<file path="src/rtl/tile_pixel_drawer_if.sv">
// Drawer bus: load/draw strobes from the game controller in,
// pixel stream (x/y/colour/plot) and busy/draw_done status out.
interface tile_pixel_drawer_if;
  logic       ld_tile;
  logic       ld_flash;
  logic [2:0] tile_num;
  logic       writeEnable;
  logic       counterEnable;
  logic [7:0] x;
  logic [6:0] y;
  logic [2:0] colour;
  logic       plot;
  logic       busy;
  logic       draw_done;

  modport master (
    output ld_tile, ld_flash, tile_num,
    output writeEnable, counterEnable,
    input  x, y, colour, plot, busy, draw_done
  );

  modport slave (
    input  ld_tile, ld_flash, tile_num,
    input  writeEnable, counterEnable,
    output x, y, colour, plot, busy, draw_done
  );
endinterface

</file>
<file path="src/rtl/tile_pixel_drawer.sv">
// Walks one square tile a pixel per clock for the VGA adapter.
// Ports: clock, resetn (sync, active-low), bus (slave side).
module tile_pixel_drawer #(
  parameter int         TILE_SIZE    = 16,
  parameter int         X_ORIGIN     = 48,
  parameter int         Y_ORIGIN     = 28,
  parameter int         GAP          = 4,
  parameter logic [2:0] FLASH_COLOUR = 3'b111
) (
  input logic clock,
  input logic resetn,
  tile_pixel_drawer_if.slave bus
);

  localparam int CW = $clog2(TILE_SIZE);
  localparam logic [CW-1:0] LAST = CW'(TILE_SIZE - 1);
  localparam logic [CW-1:0] ONE  = CW'(1);
  localparam logic [7:0] BX0  = 8'(X_ORIGIN);
  localparam logic [7:0] BX1  = 8'(X_ORIGIN + TILE_SIZE + GAP);
  localparam logic [6:0] BY0  = 7'(Y_ORIGIN);
  localparam logic [6:0] BY1  = 7'(Y_ORIGIN + TILE_SIZE + GAP);

  typedef enum logic [1:0] {
    IDLE = 2'd0,
    DRAW = 2'd1,
    DONE = 2'd2
  } state_t;

  function automatic logic [2:0] normal_colour(
    input logic [1:0] k
  );
    logic [2:0] c;
    c = 3'b000;
    unique case (k)
      2'd0: c = 3'b100;
      2'd1: c = 3'b010;
      2'd2: c = 3'b001;
      2'd3: c = 3'b110;
    endcase
    return c;
  endfunction

  state_t        state_q;
  logic [1:0]    active_tile_q;
  logic [2:0]    active_colour_q;
  logic [1:0]    pend_tile_q;
  logic [2:0]    pend_colour_q;
  logic          pend_valid_q;
  logic          pend_start_q;
  logic [CW-1:0] cnt_x_q;
  logic [CW-1:0] cnt_y_q;

  logic       start;
  logic [1:0] k;
  logic [2:0] k_colour;
  logic       unused_tn2;

  assign start      = bus.writeEnable & bus.counterEnable;
  assign k          = bus.tile_num[1:0];
  assign k_colour   = normal_colour(k);
  assign unused_tn2 = bus.tile_num[2];

  // DONE merge: pending contents first, then this cycle's loads on top.
  logic [1:0] done_tile_d;
  logic [2:0] done_colour_d;

  always_comb begin
    done_tile_d   = pend_valid_q ? pend_tile_q : active_tile_q;
    done_colour_d = pend_valid_q ? pend_colour_q : active_colour_q;
    if (bus.ld_tile) begin
      done_tile_d   = k;
      done_colour_d = k_colour;
    end
    if (bus.ld_flash) done_colour_d = FLASH_COLOUR;
  end

  always_ff @(posedge clock) begin
    if (!resetn) begin
      state_q         <= IDLE;
      active_tile_q   <= '0;
      active_colour_q <= '0;
      pend_tile_q     <= '0;
      pend_colour_q   <= '0;
      pend_valid_q    <= 1'b0;
      pend_start_q    <= 1'b0;
      cnt_x_q         <= '0;
      cnt_y_q         <= '0;
    end else begin
      unique case (state_q)
        IDLE: begin
          if (bus.ld_tile) active_tile_q <= k;
          if (bus.ld_flash)
            active_colour_q <= FLASH_COLOUR;
          else if (bus.ld_tile)
            active_colour_q <= k_colour;
          if (start) begin
            cnt_x_q <= '0;
            cnt_y_q <= '0;
            state_q <= DRAW;
          end
        end
        DRAW: begin
          if (cnt_x_q == LAST) begin
            cnt_x_q <= '0;
            if (cnt_y_q == LAST)
              state_q <= DONE;
            else
              cnt_y_q <= cnt_y_q + ONE;
          end else begin
            cnt_x_q <= cnt_x_q + ONE;
          end
          if (bus.ld_tile) begin
            pend_tile_q  <= k;
            pend_valid_q <= 1'b1;
          end
          if (bus.ld_flash) begin
            pend_colour_q <= FLASH_COLOUR;
            pend_valid_q  <= 1'b1;
            // Flash alone keeps the tile currently being drawn.
            if (!pend_valid_q && !bus.ld_tile)
              pend_tile_q <= active_tile_q;
          end else if (bus.ld_tile) begin
            pend_colour_q <= k_colour;
          end
          if (start) pend_start_q <= 1'b1;
        end
        DONE: begin
          active_tile_q   <= done_tile_d;
          active_colour_q <= done_colour_d;
          pend_valid_q    <= 1'b0;
          pend_start_q    <= 1'b0;
          cnt_x_q         <= '0;
          cnt_y_q         <= '0;
          if (pend_start_q || start)
            state_q <= DRAW;
          else
            state_q <= IDLE;
        end
        default: state_q <= IDLE;
      endcase
    end
  end

  always_comb begin
    bus.x      = 8'd0;
    bus.y      = 7'd0;
    bus.colour = 3'd0;
    if (state_q == DRAW) begin
      bus.x = (active_tile_q[0] ? BX1 : BX0)
            + 8'(cnt_x_q);
      bus.y = (active_tile_q[1] ? BY1 : BY0)
            + 7'(cnt_y_q);
      bus.colour = active_colour_q;
    end
  end

  assign bus.plot      = (state_q == DRAW);
  assign bus.busy      = (state_q != IDLE);
  assign bus.draw_done = (state_q == DONE);

endmodule
</file>
<file path="src/flat_wrapper.sv">
// flat-port wrapper written by rule: the top's interface ports become plain ports
module tile_pixel_drawer_flat 
#(
  parameter int         TILE_SIZE    = 16,
  parameter int         X_ORIGIN     = 48,
  parameter int         Y_ORIGIN     = 28,
  parameter int         GAP          = 4,
  parameter logic [2:0] FLASH_COLOUR = 3'b111
)
  (clock, resetn, bus_ld_tile, bus_ld_flash, bus_tile_num, bus_writeEnable, bus_counterEnable, bus_x, bus_y, bus_colour, bus_plot, bus_busy, bus_draw_done);
  tile_pixel_drawer_if bus_i ();
  input logic clock;
  input logic resetn;
  input wire logic [$bits(bus_i.ld_tile)-1:0] bus_ld_tile;
  input wire logic [$bits(bus_i.ld_flash)-1:0] bus_ld_flash;
  input wire logic [$bits(bus_i.tile_num)-1:0] bus_tile_num;
  input wire logic [$bits(bus_i.writeEnable)-1:0] bus_writeEnable;
  input wire logic [$bits(bus_i.counterEnable)-1:0] bus_counterEnable;
  output wire logic [$bits(bus_i.x)-1:0] bus_x;
  output wire logic [$bits(bus_i.y)-1:0] bus_y;
  output wire logic [$bits(bus_i.colour)-1:0] bus_colour;
  output wire logic [$bits(bus_i.plot)-1:0] bus_plot;
  output wire logic [$bits(bus_i.busy)-1:0] bus_busy;
  output wire logic [$bits(bus_i.draw_done)-1:0] bus_draw_done;
  assign bus_i.ld_tile = bus_ld_tile;
  assign bus_i.ld_flash = bus_ld_flash;
  assign bus_i.tile_num = bus_tile_num;
  assign bus_i.writeEnable = bus_writeEnable;
  assign bus_i.counterEnable = bus_counterEnable;
  assign bus_x = bus_i.x;
  assign bus_y = bus_i.y;
  assign bus_colour = bus_i.colour;
  assign bus_plot = bus_i.plot;
  assign bus_busy = bus_i.busy;
  assign bus_draw_done = bus_i.draw_done;
  tile_pixel_drawer #(.TILE_SIZE(TILE_SIZE), .X_ORIGIN(X_ORIGIN), .Y_ORIGIN(Y_ORIGIN), .GAP(GAP), .FLASH_COLOUR(FLASH_COLOUR)) u_core (.clock(clock), .resetn(resetn), .bus(bus_i));
endmodule
</file>
<file path="config.mk">
export PLATFORM = sky130hd
export DESIGN_NAME = tile_pixel_drawer_flat
export DESIGN_NICKNAME = d
export VERILOG_FILES = /design/src/rtl/tile_pixel_drawer_if.sv /design/src/rtl/tile_pixel_drawer.sv /design/src/flat_wrapper.sv
export SDC_FILE = /design/constraint.sdc
export NUM_CORES = 1
export LEC_CHECK = 0
export BUFFER_PORTS_ARGS = -buffer_cell sky130_fd_sc_hd__buf_2
export CAP_MARGIN = 20
export CORE_UTILIZATION = 35
export DETAILED_ROUTE_END_ITERATION = 6
export SYNTH_ARGS = -nofsm -noshare
export SYNTH_HDL_FRONTEND = slang
export SYNTH_SLANG_ARGS = --single-unit
</file>
<file path="constraint.sdc">
create_clock -name clock -period 5.7 [get_ports clock]
set_clock_uncertainty 0.15 [all_clocks]
set_input_delay 0.57 -clock clock [delete_from_list [all_inputs] [get_ports clock]]
set_output_delay 0.57 -clock clock [all_outputs]
set_load 0.005 [all_outputs]
</file>
==> flow_summary.toml, run 1 <==
[run_status]
status = "finished clean"

[setup_path]
cp-start-kind = "register"
cp_data_required_time_ns = 4.98
crit_path_end_kind = "output pin"
worstPathArrival_ns = 2.18
crit_type = "reg -> out"
cp_max_fo = 21

[synthesis]
synth_ff_type = "dfxtp_1"
ys_ff_latch = 22
syn_area_per_cell_sq_um = 8.426
ys_types = 45
synth_edf_count = 0
async_reset_ff_frac = 0
synthCells = 173
synthesis.area_sq_um = 1458
seq_area_frac_synth = 0.3021
synth_nets = 198
ys_warn_count = 0

[clock_tree]
ctsHtreeMaxLevel = 1
worstSkewPairLatency_ns = 0.26
path_clk_slew_ns = 0.08
ctsHoldBuffers = 0
cts_resized = 0
clock_sinks = 22
clk_path_buf_depth = 2
cts_tree = "built"
post-cts-setup-buffer-count = 0
clock-root-buffer = "clkbuf_8"
cts_buffers = 3

[final_layout]
num_antenna_cells = 0
fillers = 430
nNetsFinal = 223
syn2layout_area_growth_pct = 14.16
drive_gt1_frac = 0.1939
utilization = 0.4160
finalNonFillerCells = 246

[timing]
tns_ns = 0
setup_viol = 0
finalCritPeriodShare = 0.5086
fmax_mhz = 344.9
tightest_slew_ns = 0.7139
period_needed_ns = 2.899
slew-limit-headroom = 0.5240
rsz0062_at_grt = "false"
maxSlewViolCount = 0
hold_viol = 0

[detailed_routing]
drc = 0
wl_per_cell_um = 12.14
dr.first_iter.drc_count = 82
num_vias = 1255
wirelength_um = 2987
drtPass1Iterations = 4
ant_nets = 0
vias_per_cell = 5.102

[placed_design]
gp_congestion = 0.7340
port_buffers = 27
hpwl_um = 2193
dpl.cell_count = 243

[global_route]
grt_use_total = 0.1504
grt_pass1_vias = 1090
overflow = 0
grt_max_degree = 22
grt_pass1_wl_um = 5050
antenna_found_initial = 0

[run]
maxCapViolCount = 0

[floorplanning]
core_area_sq_um = 4000
start_util = 0.3644
dieArea_sq_um = 4427
fp.dieW_um = 66.54
rows = 23
io_pins = 30
dieHeight_um = 66.54

[hold_path]
hold_class = "reg -> reg"

[power_and_ir_drop]
powerDensity_nw_per_um2 = 350.4
vdd_drop_max_mv = 0.1674
leakage_uw = 0.0007356
## per-layer routing
layer  GRT usage  part of all wire  vias to the layer above
met3     0.03596             0.030                        2
met4     0.03989            0.0057                        0
li1            -                 -                      664
met5           0                 0                        -
met1      0.1973              0.50                      569
met2      0.2449              0.46                       20
## registers in the layout (all words and copies together), names as in the netlist
signal / flops
u_core.active_colour_q: 3
u_core.active_tile_q: 2
u_core.cnt_x_q: 4
u_core.cnt_y_q: 4
u_core.pend_colour_q: 3
u_core.pend_start_q: 1
u_core.pend_tile_q: 2
u_core.pend_valid_q: 1
u_core.state_q: 2
## power breakdown
part           internal [uW]  switching (uW)  total [uW]
clock                   47.2            49.7        96.9
combinational            117             154         271
sequential               187            27.9         215
total                    351             232         583
## kinds of logic (layout without fill, tap and decap cells)
family | Yosys count | in the layout | share of synthesized area
AO/OA/AOI/OAI | 39 | 39 | 0.1957
adder cells (fa/ha/maj) | 16 | 16 | 0.1425
buffers and inverters | 20 | 43 | 0.05579
flip-flops | 22 | 22 | 0.3021
multiplexers | 9 | 9 | 0.06438
other | 1 | 1 | 0.002573
AND/OR/NAND/NOR | 66 | 66 | 0.2369
## critical path: stages, from the launching register on
cell and delay [ns]:
dfxtp_1 0.38, inv_1 0.12, ha_1 0.63, inv_1 0.30
a211oi_1 0.33, buf_2 0.16
## layout by cell type, fill, tap and decap left out, drive strengths merged, types with 2 or more instances in the layout
cell type / Yosys / final
a211oi: 5 / 5
a21oi: 7 / 7
clkbuf: 4 / 3
mux2i: 6 / 6
nand2b: 3 / 3
nor2: 20 / 20
nor3: 5 / 5
nand4: 2 / 2
and3: 2 / 2
mux2: 3 / 3
a311oi: 2 / 2
buf: 3 / 27
inv: 12 / 12
nand3: 9 / 9
a21boi: 2 / 2
o22ai: 3 / 3
nand4b: 2 / 2
dfxtp: 22 / 22
o21ai: 8 / 8
nand2: 5 / 5
ha: 15 / 15
and2: 13 / 13
a31oi: 2 / 2
a221oi: 2 / 2
## cell usage after synthesis (3+ instances only)
master / number / area [sq um]
a21oi_1: 7 / 35.03
nor2_1: 20 / 75.07
dfxtp_1: 22 / 440.4
clkbuf_1: 4 / 15.01
nor3_1: 5 / 25.02
o21ai_0: 8 / 40.04
mux2_2: 3 / 33.78
nand2_1: 5 / 18.77
o22ai_1: 3 / 18.77
nand3_1: 8 / 40.04
mux2i_1: 6 / 60.06
a211oi_1: 4 / 30.03
and2_1: 13 / 81.33
inv_1: 12 / 45.04
nand2b_1: 3 / 18.77
ha_1: 15 / 187.7
## worst paths after layout
check / start / to / slack (ns) / depth (start not counted)
worst min register to register: u_core.cnt_x_q[1]$_SDFFE_PN0P_ / u_core.cnt_x_q[1]$_SDFFE_PN0P_ / 0.35 / 2
worst max register to register: u_core.state_q[1]$_SDFFE_PN0P_ / u_core.cnt_y_q[0]$_SDFFE_PN0P_ / 3.57 / 6
worst max-delay path: u_core.state_q[1]$_SDFFE_PN0P_ / bus_x[5] / 2.80 / 5
worst min-delay path: u_core.cnt_x_q[1]$_SDFFE_PN0P_ / u_core.cnt_x_q[1]$_SDFFE_PN0P_ / 0.35 / 2
## stage by stage
step                worst slack (ns)  power (uW)  hold WS (ns)  area [sq um]
global route                   2.604       634.1        0.3772          1664
global placement               3.063       491.4        0.3234          1623
CTS                            2.766       594.0        0.3456          1664
detailed placement             3.074       492.4        0.3322          1623
floorplan                      3.544       418.0        0.3076          1458
finish                         2.801       583.1        0.3481          1664
## final cells by class
class,instances,area (sq um),share of cell area
multi-input cells,131,935.9,0.5624
flip-flops and latches,22,440.4,0.2647
repair buffers,27,135.1,0.08120
well taps,50,62.56,0.03759
inverters,13,48.80,0.02932
clock buffers,3,41.29,0.02481
Note: power is estimated with default switching activity, not from simulation.
==> run 2, diff against run 1 <==
Settings changed: ABC_AREA set to 1.
Clock period 5.7 ns to 2.5 ns, I/O delays scaled along.
==> flow_summary.toml, run 2 <==
[setup_path]
cp_data_required_time_ns = 2.10
r2r_start = "u_core.state_q[0]$_SDFFE_PN0P_"
timing.rr.end = "u_core.cnt_y_q[0]$_SDFFE_PN0P_"
reg2reg_slack_ns = 0.69
cp-start-kind = "register"
cp_max_fo = 6
worstPathArrival_ns = 1.91
crit_type = "reg -> out"
crit_path_end_kind = "output pin"
cp-startpoint = "u_core.cnt_y_q[2]$_SDFFE_PN0P_"
ff2ff_path_depth = 6

[synthesis]
ys_ff_latch = 22
synth_most_common_cell = "nand2_1"
synth_top_area_frac = 0.2953
synth_nets = 258
syn_area_per_cell_sq_um = 6.401
seq_area_frac_synth = 0.2953
async_reset_ff_frac = 0
synth_ff_type = "dfxtp_1"
synthesis.area_sq_um = 1491
ys_warn_count = 0
synth_common_cells = "nand2_1, inv_1, nor2_1, a21oi_1, dfxtp_1"
ys_types = 24
yosys-top-cells-area = "dfxtp_1, nand2_1, ha_1"
synthCells = 233
synth_edf_count = 0
yosys.area.top_type = "dfxtp_1"

[clock_tree]
ctsHtreeMaxLevel = 1
cts_resized = 0
cts_buffers = 3
post-cts-setup-buffer-count = 0
clock-root-buffer = "clkbuf_8"
clock_sinks = 22
ctsHoldBuffers = 0
cts_tree = "built"
clk_path_buf_depth = 2
path_clk_slew_ns = 0.08
worstSkewPairLatency_ns = 0.27

[timing]
tns_ns = 0
period_needed_ns = 2.307
fmax_mhz = 433.4
rsz0062_at_grt = "false"
hold_viol = 0
setup_viol = 0
maxSlewViolCount = 0
whs_ns = 0.1830
finalCritPeriodShare = 0.9229

[global_route]
grt_use_total = 0.1577
antenna_found_initial = 0
grt_max_degree = 16
grt_pass1_vias = 1218
overflow = 0
grt_pass1_wl_um = 5388

[final_layout]
largest_registers = "u_core.cnt_x_q (4), u_core.cnt_y_q (4)"
final_common_cell = "nand2_1"
drive_gt1_frac = 0.1527
num_antenna_cells = 0
final_cell_area_sq_um = 1754
nNetsFinal = 288
final_cell_mix = "nand2_1, inv_1, buf_2"
syn2layout_area_growth_pct = 17.62

[detailed_routing]
vias_per_cell = 4.471
dr.first_iter.drc_count = 47
wl_per_cell_um = 10.36
ant_nets = 0
drtPass1Iterations = 4
drc = 0
num_vias = 1395
wirelength_um = 3233

[hold_path]
whs_path_depth = 3
hold_class = "in -> reg"
hp-start = "resetn"
worst_hold_path.endpoint = "u_core.state_q[0]$_SDFFE_PN0P_"

[placed_design]
port_buffers = 27
placed_area_sq_um = 1683
gp_congestion = 0.7775
hpwl_um = 2430

[floorplanning]
start_util = 0.3676
fp.dieW_um = 67.28
dieHeight_um = 67.28
core_area_sq_um = 4058
io_pins = 30
dieArea_sq_um = 4527
rows = 23

[run]
maxCapViolCount = 0

[power_and_ir_drop]
powerDensity_nw_per_um2 = 871.3
vdd_drop_max_mv = 0.3838
leakage_uw = 0.0009700

[run_status]
status = "finished clean"
-- run 2: report_power, final --
part | internal, uW | switching (uW) | total (uW)
Clock | 214 | 123 | 337
Combinational | 253 | 420 | 673
Sequential | 449 | 70.0 | 519
Total | 916 | 612 | 1530
-- run 2: cell families (layout without fill, tap and decap cells) --
| kind of cell | Yosys count | after routing | share of synthesized area |
|---|---|---|---|
| other | 1 | 1 | 0.002514 |
| AO/OA/AOI/OAI | 42 | 42 | 0.1460 |
| AND/OR/NAND/NOR | 106 | 106 | 0.2936 |
| buffers and inverters | 45 | 74 | 0.1175 |
| adder cells (fa/ha/maj) | 16 | 16 | 0.1393 |
| flip-flops | 22 | 22 | 0.2953 |
| XOR/XNOR | 1 | 1 | 0.005874 |
-- run 2: metal layers --
| metal | vias to the layer above | part of all wire | track usage | routed length [um] |
|---|---|---|---|---|
| li1 | 778 | - | - | - |
| met1 | 582 | 0.53 | 0.2140 | 1712 |
| met2 | 31 | 0.42 | 0.2550 | 1368 |
| met3 | 4 | 0.037 | 0.02027 | 119 |
| met4 | 0 | 0.0099 | 0.05319 | 32 |
| met5 | - | 0 | 0 | 0 |
-- run 2: cell type report --
type | count | area (sq um)
Clock buffer | 3 | 41.29
Clock inverter | 1 | 30.03
Multi-Input combinational cell | 166 | 875.8
Timing Repair Buffer | 29 | 150.1
Sequential cell | 22 | 440.4
Fill cell | 465 | 2303
Tap cell | 50 | 62.56
Inverter | 41 | 153.9
-- run 2: critical path, cell delays in order, from the launching register on --
cell and delay (ns):
dfxtp_1 0.46, ha_1 0.19, inv_1 0.05, fa_1 0.43
inv_1 0.08, ha_1 0.22, nand2_1 0.07, inv_1 0.04
buf_2 0.11
-- run 2: worst max-delay path by stage --
stage / to
3_3_place_gp: bus_y[5]
5_1_grt: bus_y[5]
2_1_floorplan: bus_y[5]
4_1_cts: bus_y[5]
3_5_place_dp: bus_y[5]
6_report: bus_y[5]
-- run 2: per-stage QoR --
stage | worst slack [ns] | power, uW | util | cells
3_5_place_dp | 0.4874 | 1204 | 0.4147 | 308
4_1_cts | 0.1794 | 1549 | 0.4323 | 312
5_1_grt | 0.06119 | 1680 | 0.4323 | 312
6_report | 0.1927 | 1528 | 0.4323 | 312
2_1_floorplan | 0.7040 | 994.5 | - | 233
3_3_place_gp | 0.5090 | 1198 | 0.4147 | 308
==> run 3, diff against run 2 <==
Clock period 2.5 ns to 1.95 ns, I/O delays scaled along.
==> flow_summary.toml, run 3 (synthesis results as in run 2) <==
[final_layout]
final_cell_mix = "nand2_1, inv_1, buf_2"
num_antenna_cells = 0
nNetsFinal = 296
final_common_cell = "nand2_1"
syn2layout_area_growth_pct = 24.41
largest_registers = "u_core.cnt_x_q (4), u_core.cnt_y_q (4)"
final_cell_area_sq_um = 1856
drive_gt1_frac = 0.2333

[placed_design]
gp_congestion = 0.7799
port_buffers = 27
placed_area_sq_um = 1735
hpwl_um = 2475

[floorplanning]
core_area_sq_um = 4058
fp.dieW_um = 67.28
dieArea_sq_um = 4527
io_pins = 30
start_util = 0.3676
rows = 23
dieHeight_um = 67.28

[setup_path]
crit_type = "reg -> out"
cp-start-kind = "register"
crit_path_end_kind = "output pin"
cp_data_required_time_ns = 1.60
worstPathArrival_ns = 1.65
cp_max_fo = 2

[clock_tree]
ctsHtreeMaxLevel = 1
clock_sinks = 22
worstSkewPairLatency_ns = 0.27
cts_buffers = 3
path_clk_slew_ns = 0.09
cts_tree = "built"
clock-root-buffer = "clkbuf_8"
ctsHoldBuffers = 0
clk_path_buf_depth = 2

[detailed_routing]
drtPass1Iterations = 4
drc = 0
vias_per_cell = 4.538
wirelength_um = 3235
wl_per_cell_um = 10.11
dr.first_iter.drc_count = 63
ant_nets = 0
num_vias = 1452

[timing]
period_needed_ns = 1.994
finalCritPeriodShare = 1.023
rsz0062_at_grt = "true"
layout_setup_ws_ns = -0.04394
fmax_mhz = 501.5
tns_ns = -0.04394
setup_viol = 1
hold_viol = 0
maxSlewViolCount = 0
whs_ns = 0.1229

[power_and_ir_drop]
powerDensity_nw_per_um2 = 1079
leakage_uw = 0.0009994
vdd_drop_max_mv = 0.4779

[run_status]
status = "finished with violations"
violations = "setup timing"

[hold_path]
hold_class = "in -> reg"

[global_route]
overflow = 0
antenna_found_initial = 0
grt_max_degree = 16
grt_pass1_wl_um = 5533
grt_use_total = 0.1608
grt_pass1_vias = 1285

[run]
maxCapViolCount = 0
==> run 3: layout make-up <==
| type | count | area, sq um |
|---|---|---|
| clock buffer | 4 | 55.05 |
| fill | 431 | 2202 |
| inverter | 41 | 153.9 |
| multi-input combinational | 166 | 920.9 |
| sequential | 22 | 446.7 |
| tap | 50 | 62.56 |
| timing repair buffer | 37 | 216.5 |
==> run 3: worst paths after layout <==
path,cells after the start,end,startpoint,slack [ns]
max,9,bus_y[5],u_core.active_tile_q[1]$_SDFFE_PN0P_,-0.04
min,3,u_core.state_q[0]$_SDFFE_PN0P_,resetn,0.12
max reg2reg,7,u_core.active_colour_q[2]$_SDFFE_PN0P_,u_core.state_q[1]$_SDFFE_PN0P_,0.19
min reg2reg,2,u_core.pend_start_q$_SDFFE_PN0P_,u_core.pend_start_q$_SDFFE_PN0P_,0.30
==> run 3: critical path, stage by stage, from the launching register on <==
cell	delay, ns
dfxtp_2	0.33
inv_2	0.07
ha_4	0.13
inv_2	0.03
fa_2	0.39
inv_2	0.07
ha_4	0.19
nand2_2	0.05
inv_2	0.03
buf_6	0.10
==> run 3: where the power goes <==
| part | switching [uW] | internal [uW] | total [uW] |
|---|---|---|---|
| Combinational | 578 | 415 | 993 |
| Sequential | 90.1 | 581 | 672 |
| Clock | 157 | 180 | 338 |
| Total | 825 | 1180 | 2000 |
==> run 3: layer usage <==
metal,track usage,vias up,part of all wire
li1,-,798,-
met2,0.2638,29,0.40
met3,0.02196,5,0.033
met1,0.2141,620,0.55
met4,0.05585,0,0.014
met5,0,-,0
==> run 3: what timing repair did <==
| action | CTS | global route |
|---|---|---|
| pin swaps | 2 | 3 |
| endpoints found under the setup margin | 3 | 7 |
| resized for setup | 5 | 13 |
| setup buffers | 1 | 0 |
==> run 3: metrics by stage <==
step / power (uW) / cells / worst slack, ns / util
2_1_floorplan: 1275 / 233 / 0.2090 / -
3_3_place_gp: 1605 / 315 / 0.1093 / 0.4277
3_5_place_dp: 1603 / 315 / 0.07968 / 0.4277
4_1_cts: 1969 / 320 / -0.03064 / 0.4447
5_1_grt: 2210 / 320 / -0.1041 / 0.4573
6_report: 2003 / 320 / -0.04394 / 0.4573
